## src/rtl/rggen_apb_register_adapter.sv

```systemverilog
// rggen_apb_register_adapter
//   Bridges an APB4 completer port onto the register-level request/response
//   bus of a register block. One register request is launched per APB
//   transfer and held until the addressed register reports ready. Read data
//   and status are collected from all attached registers and returned as a
//   registered APB response.
//
// Ports:
//   i_clk, i_rst_n          clock, asynchronous active-low reset
//   i_psel .. i_pwdata      APB4 request (i_pprot ignored)
//   o_pready, o_prdata,
//   o_pslverr               APB4 response (registered)
//   o_register_*            request fields broadcast to every register
//   i_register_active       per-register address match (one-hot)
//   i_register_ready        per-register ready
//   i_register_status       per-register 2-bit status
//   i_register_read_data    per-register read data
module rggen_apb_register_adapter #(
    parameter int unsigned                ADDRESS_WIDTH       = 16,
    parameter int unsigned                LOCAL_ADDRESS_WIDTH = 8,
    parameter int unsigned                BUS_WIDTH           = 32,
    parameter int unsigned                REGISTERS           = 1,
    parameter bit                         PRE_DECODE          = 1'b0,
    parameter bit [ADDRESS_WIDTH-1:0]     BASE_ADDRESS        = '0,
    parameter int unsigned                BYTE_SIZE           = 256,
    parameter bit                         ERROR_STATUS        = 1'b0,
    parameter bit [BUS_WIDTH-1:0]         DEFAULT_READ_DATA   = '0
) (
    input  logic                             i_clk,
    input  logic                             i_rst_n,
    input  logic                             i_psel,
    input  logic                             i_penable,
    input  logic [ADDRESS_WIDTH-1:0]         i_paddr,
    input  logic [2:0]                       i_pprot,
    input  logic                             i_pwrite,
    input  logic [BUS_WIDTH/8-1:0]           i_pstrb,
    input  logic [BUS_WIDTH-1:0]             i_pwdata,
    output logic                             o_pready,
    output logic [BUS_WIDTH-1:0]             o_prdata,
    output logic                             o_pslverr,
    output logic                             o_register_valid,
    output logic                             o_register_write,
    output logic [LOCAL_ADDRESS_WIDTH-1:0]   o_register_address,
    output logic [BUS_WIDTH-1:0]             o_register_write_data,
    output logic [BUS_WIDTH/8-1:0]           o_register_strobe,
    input  logic [REGISTERS-1:0]             i_register_active,
    input  logic [REGISTERS-1:0]             i_register_ready,
    input  logic [2*REGISTERS-1:0]           i_register_status,
    input  logic [BUS_WIDTH*REGISTERS-1:0]   i_register_read_data
);

    typedef logic [ADDRESS_WIDTH:0]         ext_addr_t;
    typedef logic [LOCAL_ADDRESS_WIDTH-1:0] local_addr_t;

    // One extra bit so BASE_ADDRESS + BYTE_SIZE - 1 cannot wrap.
    localparam ext_addr_t   RANGE_BEGIN  = ext_addr_t'(BASE_ADDRESS);
    localparam ext_addr_t   RANGE_END    = ext_addr_t'(BASE_ADDRESS) + ext_addr_t'(BYTE_SIZE) - ext_addr_t'(1);
    localparam local_addr_t ADDRESS_MASK = ~local_addr_t'(BUS_WIDTH / 8 - 1);

    typedef enum logic [1:0] {
        IDLE,
        BUSY,
        ACK
    } state_t;

    state_t               state;
    state_t               state_next;
    logic                 in_range;
    logic                 hit;
    logic                 done;
    logic [BUS_WIDTH-1:0] collected_data;
    logic [1:0]           collected_status;
    logic                 register_valid;
    logic                 latch_rsp;
    logic                 force_miss;
    logic                 unused_bits;

    // Request fields follow the APB inputs, which are stable for the transfer.
    assign o_register_write      = i_pwrite;
    assign o_register_write_data = i_pwdata;
    assign o_register_strobe     = i_pwrite ? i_pstrb : '1;
    assign o_register_address    = local_addr_t'(i_paddr - BASE_ADDRESS) & ADDRESS_MASK;

    assign in_range = !PRE_DECODE ||
                      ((ext_addr_t'(i_paddr) >= RANGE_BEGIN) && (ext_addr_t'(i_paddr) <= RANGE_END));

    assign hit  = |i_register_active;
    assign done = !hit || |(i_register_active & i_register_ready);

    // Active is one-hot, so a plain OR of the gated lanes selects the hit.
    always_comb begin
        collected_data   = '0;
        collected_status = '0;
        for (int unsigned i = 0; i < REGISTERS; i++) begin
            if (i_register_active[i]) begin
                collected_data   = collected_data   | i_register_read_data[i*BUS_WIDTH +: BUS_WIDTH];
                collected_status = collected_status | i_register_status[2*i +: 2];
            end
        end
    end

    always_comb begin
        state_next     = state;
        register_valid = 1'b0;
        latch_rsp      = 1'b0;
        force_miss     = 1'b0;
        unique case (state)
            IDLE: begin
                register_valid = i_psel && in_range;
                if (i_psel) begin
                    if (!in_range) begin
                        latch_rsp  = 1'b1;
                        force_miss = 1'b1;
                        state_next = ACK;
                    end else if (done) begin
                        latch_rsp  = 1'b1;
                        state_next = ACK;
                    end else begin
                        state_next = BUSY;
                    end
                end
            end
            BUSY: begin
                // A master dropping psel mid-transfer abandons it silently.
                register_valid = i_psel;
                if (!i_psel) begin
                    state_next = IDLE;
                end else if (done) begin
                    latch_rsp  = 1'b1;
                    state_next = ACK;
                end
            end
            ACK: begin
                state_next = IDLE;
            end
            default: begin
                state_next = IDLE;
            end
        endcase
    end

    always_ff @(posedge i_clk or negedge i_rst_n) begin
        if (!i_rst_n) begin
            state     <= IDLE;
            o_prdata  <= '0;
            o_pslverr <= 1'b0;
        end else begin
            state <= state_next;
            if (latch_rsp) begin
                if (force_miss || !hit) begin
                    o_prdata  <= DEFAULT_READ_DATA;
                    o_pslverr <= ERROR_STATUS;
                end else begin
                    o_prdata  <= collected_data;
                    o_pslverr <= collected_status[1];
                end
            end
        end
    end

    assign o_pready = (state == ACK);
    // Reset must silence the request immediately even while psel is held.
    assign o_register_valid = register_valid && i_rst_n;

    assign unused_bits = ^{i_penable, i_pprot, collected_status[0]};

endmodule

```

## config.mk

```make
export PLATFORM = sky130hd
export DESIGN_NAME = rggen_apb_register_adapter
export DESIGN_NICKNAME = d
export VERILOG_FILES = /design/src/rtl/rggen_apb_register_adapter.sv
export SDC_FILE = /design/constraint.sdc
export NUM_CORES = 1
export LEC_CHECK = 0
export CORE_ASPECT_RATIO = 1.5
export CORE_MARGIN = 2
export CORE_UTILIZATION = 32
export DETAILED_ROUTE_END_ITERATION = 10
export PLACE_DENSITY_LB_ADDON = 0.15
export REMOVE_ABC_BUFFERS = 1
export SYNTH_ARGS = -nofsm -noshare
export SYNTH_HDL_FRONTEND = slang
export SYNTH_SLANG_ARGS = --single-unit
```

## constraint.sdc

```tcl
create_clock -name i_clk -period 1.75 [get_ports i_clk]
set_input_delay 0.35 -clock i_clk [delete_from_list [all_inputs] [get_ports i_clk]]
set_output_delay 0.35 -clock i_clk [all_outputs]
set_load 0.02 [all_outputs]
```

==> reports/results.tsv, run 1 <==
metric	value	unit
post-route ant nets	0	
cells along the critical path	clkdlybuf4s50_1	
Final HPWL DP	5840	µm
PD cells	969	nW/µm²
TritonRoute pass-1 iters	4	
Hold Violations, Final	0	
clk root buf	clkbuf_8	
Area Overhead vs Synth	33.3	%
Static Leak	1.26	nW
slowest library cell on the worst path	clkdlybuf4s50_1	
Yosys cell types	17	
Worst-Skew Late Latency	0.28	ns
Clock Path Buffers	2	
top cell type by total area after synthesis	dfrtp_1	
Synth top area share	44.1	%
sequential fraction of the synthesis area	44.1	%
number of buffers created by CTS	5	
most common cell in the netlist	buf_4	
slowest cell delay on critical path	0.63	ns
Worst-path clk slew	0.07	ns
crit path launch type	flop	
H-Tree Depth	2	
number of max-cap violations	0	
Post-Syn Area	1990	µm²
outcome	completed	
fin nets	308	
gp weighted congestion	0.764	
cell count after synthesis	169	
CP bufs+invs	1	
placed insts	279	
Final Cell Area	2650	µm²
CP endpoint	o_prdata[30]	
Ys Warns	0	
Worst setup EP type	primary output	
die area	6870	µm²
initial antenna violation count	0	
Final Power	0.00257	W
Critical R2R Launch	state[1]	
Synth Flop Type	dfrtp_1	
CP delay by family, top	buffers and inverters	
Crit path required time	1.40	ns
Arr. time, crit path	1.29	ns
total track usage	21.5	%
Layout Cells excl Fill	287	
Post-Syn Area per Cell	11.8	µm²
Final Max Tran Viols	0	
via count	1524	
die height	101	µm
die extent in x	68.4	µm
post-DR wirelength/cell	25.1	µm
Post-synth top cells	42 x buf_4, 35 x dfrtp_1, 33 x a221o_1, 27 x and3b_1	
Fmax	612	MHz
vias in the first global route	1590	
# IOs	176	
Setup crit start	o_prdata[30]	
skew final	0.00295	ns
DP Area	2560	µm²
Final min period	1.64	ns
Post-synth EDFFs	0	
1st-iter DRT viols	79	
hold_buf cts	0	
CTS tree	done	
kind of critical path	flop to primary output	
RR Endpoint	o_prdata[11]	
Setup Buffers After CTS	0	
worst hold slack	0.119	ns
layout cells sized above 1	10.8	%
critical path depth	1	
Sum Neg Setup Slack	0	ns
Initial Util	32.7	%
R2R Setup Slk	0.41	ns
largest net degree at the start of global routing	36	
Synth Register Bits	35	
Port Buf Inserts	82	
Area contributors post-synth	dfrtp_1 44%, a221o_1 17%, buf_4 16%, and3b_1 12%, and3b_2 3.0%	
maximum vdd ir drop	0.383	mV
worst r2r path cells	3	
Core Area	6090	µm²
ANT cells	0	
vias per std cell	5.31	
Final Cycle Share	93.4	%
first-pass GRT wire length	10100	µm
num rows	35	
clock sink total	35	
DRT Wirelength	7190	µm
# DRC	0	
total grt overflow	0	
Crit Path Max Fanout	3	
FFs w/ async S/R, synth	100	%
Min-Delay Path Class	input pin to asynchronous set/reset pin	
RSZ-0062 raised after global routing	false	
final number of setup-violating endpoints	0	
==> power breakdown <==
part	internal (W)	switching (W)	total (W)	leakage, nW
clock network	0.000359	0.000277	0.000636	0.0515
logic	0.000484	0.000389	0.000872	0.753
registers	0.000953	0.000107	0.00106	0.455
total	0.00180	0.000772	0.00257	1.26
==> worst min path at each step <==
stage / cells past startpoint / slack, ns / endpoint
after detailed placement: 2 / 0.44 / o_prdata[21]
after CTS: 2 / 0.12 / o_prdata[21]
after floorplan: 0 / 0.05 / o_prdata[0]
final: 2 / 0.12 / o_prdata[21]
after global placement: 2 / 0.43 / o_prdata[2]
after global routing: 2 / 0.15 / o_prdata[21]
==> layout by cell type, fill, tap and decap left out, drive strengths merged <==
cell type      instances
clkdlybuf4s50         74
dfrtp                 35
a221o                 33
and3b                 33
clkbuf                 9
buf                    9
dlygate4sd2            6
nand2b                 5
inv                    2
conb                   2
nor2                   1
nor2b                  1
and4b                  1
nor3b                  1
a21oi                  1
==> through the flow <==
stage          util (%)  setup slack (ns)
5_1_grt            43.5            0.0591
4_1_cts            43.6           0.00831
2_1_floorplan         -            0.0193
6_report           43.5             0.115
3_5_place_dp       42.1            -0.255
3_3_place_gp       42.1            -0.266
==> cell families (layout without fill, tap and decap cells) <==
kind of cell	after synthesis	count (layout)	synth area share [%]
compound gates	34	34	16.9
buf+inv	57	100	21.0
flops	35	35	44.1
other cells	1	2	0.189
simple gates	42	42	17.9
==> repair_timing <==
action,in CTS,in global routing
endpoints found under the hold margin,0,0
gates resized for setup,7,2
setup endpoints to repair,7,1
==> area by class of cell <==
cell class	count	area (µm²)
clock buffer	8	100
sequential	35	876
fill	590	3440
inverter	2	7.51
tap	74	92.6
timing repair buffer	90	876
multi-input combinational	78	698
==> flip-flops by register name, summed over array words and instances, names as in the netlist <==
name and flops:
o_prdata 32, o_pslverr 1, state 2
==> per-layer routing <==
| layer | GRT usage (%) | vias to the layer above | part of all wire (%) |
|---|---|---|---|
| met5 | 5.83 | - | 0.36 |
| met4 | 8.46 | 2 | 2.7 |
| met3 | 13.9 | 9 | 17 |
| met2 | 37.5 | 110 | 53 |
| met1 | 18.5 | 733 | 28 |
| li1 | - | 670 | - |
Note: power is estimated with default switching activity, not from simulation.
==> run 2, diff against run 1 <==
clock period = 1.7 ns   (was 1.75 ns; I/O delays follow)
==> reports/results.tsv, run 2 (synthesis gave the netlist of run 1 again) <==
metric	value	unit
outcome	completed	
RSZ-0062 raised after global routing	false	
# DRC	0	
via count	1530	
CP delay by family, top	buffers and inverters	
Port Buf Inserts	82	
Clock Path Buffers	2	
post-DR wirelength/cell	25.2	µm
slowest cell delay on critical path	0.62	ns
critical path depth	1	
TritonRoute pass-1 iters	4	
Static Leak	1.26	nW
DRT Wirelength	7210	µm
CP bufs+invs	1	
Final Cycle Share	95.4	%
cells along the critical path	clkdlybuf4s50_1	
Arr. time, crit path	1.28	ns
vias in the first global route	1540	
die extent in x	68.4	µm
clk root buf	clkbuf_8	
Final HPWL DP	5780	µm
hold_buf cts	0	
max reg flops	32	
most frequent cells in the layout	74 x clkdlybuf4s50_1, 35 x dfrtp_1, 33 x a221o_1	
Min-Delay Path Class	input pin to asynchronous set/reset pin	
slowest library cell on the worst path	clkdlybuf4s50_1	
final number of setup-violating endpoints	0	
CTS tree	done	
Initial Util	32.7	%
1st-iter DRT viols	51	
commonest non-fill, non-tap cell in the layout	clkdlybuf4s50_1	
gp weighted congestion	0.767	
vias per std cell	5.35	
Area Overhead vs Synth	33.5	%
crit path launch type	flop	
Crit Path Max Fanout	3	
placed insts	278	
Worst-Skew Late Latency	0.28	ns
initial antenna violation count	0	
clock sink total	35	
layout cells sized above 1	10.4	%
H-Tree Depth	2	
Worst setup EP type	primary output	
Worst-path clk slew	0.07	ns
skew final	0.00548	ns
first-pass GRT wire length	9980	µm
fin nets	307	
maximum vdd ir drop	0.417	mV
die height	101	µm
Hold Violations, Final	0	
die area	6870	µm²
Top reg by flops	o_prdata	
# IOs	176	
Layout Cells excl Fill	286	
Top Registers	o_prdata x32, state x2, o_pslverr x1	
Core Area	6090	µm²
total grt overflow	0	
num rows	35	
worst r2r path cells	3	
Final min period	1.62	ns
number of buffers created by CTS	5	
largest net degree at the start of global routing	36	
ANT cells	0	
Sum Neg Setup Slack	0	ns
post-route ant nets	0	
Final Max Tran Viols	0	
Fmax	616	MHz
Crit path required time	1.36	ns
PD cells	995	nW/µm²
kind of critical path	flop to primary output	
total track usage	21.3	%
number of max-cap violations	0	
-- run 2: cell count changes in the layout (fill, tap and decap cells not counted) --
| cell | delta |
|---|---|
| buf_12 | +1 |
| buf_2 | +1 |
| buf_4 | -2 |
| clkbuf_2 | -1 |
-- run 2: repair_timing --
item | CTS | global route
resized for setup | 9 | 1
pin swaps | 0 | 0
buffers inserted | 0 | 0
setup endpoints to repair | 7 | 1
-- run 2: metal layers --
layer  GRT usage [%]  wire length (µm)
met5            5.00                49
met4            6.62               144
met3            14.1              1140
met2            37.5              3780
met1            18.7              2100
-- run 2: stage by stage --
step	worst slack (ns)	area [µm²]	util, %	hold WS [ns]	total power [W]
detailed placement	-0.293	2570	42.2	0.436	0.00202
global placement	-0.298	2570	42.2	0.418	0.00200
global route	0.0173	2660	43.6	0.151	0.00279
finish	0.0776	2660	43.6	0.117	0.00264
floorplan	-0.0207	1580	-	0.0444	0.00149
CTS	0.0347	2660	43.7	0.122	0.00269
-- run 2: final timing paths --
check,startpoint,endpoint,slack (ns)
worst max-delay path,o_prdata[21],o_prdata[21],0.08
worst min-delay path,i_rst_n,state[0],0.12
worst max register to register,state[1],o_prdata[5],0.36
worst min register to register,o_prdata[23],o_prdata[23],0.53
max in group asynchronous,i_rst_n,o_prdata[9],1.26
min in group i_clk,o_prdata[23],o_prdata[23],0.53
-- run 2: area by class of cell --
type                            instances  area (µm²)
Fill cell                             568        3430
Timing Repair Buffer                   89         881
Sequential cell                        35         876
Multi-Input combinational cell         78         698
Clock buffer                            8         100
Tap cell                               74        92.6
Inverter                                2        7.51
-- run 2: where the power goes --
part	total [W]	switching, W	internal [W]	leakage, nW
clock network	0.000652	0.000283	0.000370	0.0515
registers	0.00109	0.000112	0.000981	0.455
logic	0.000897	0.000398	0.000499	0.751
total	0.00264	0.000793	0.00185	1.26
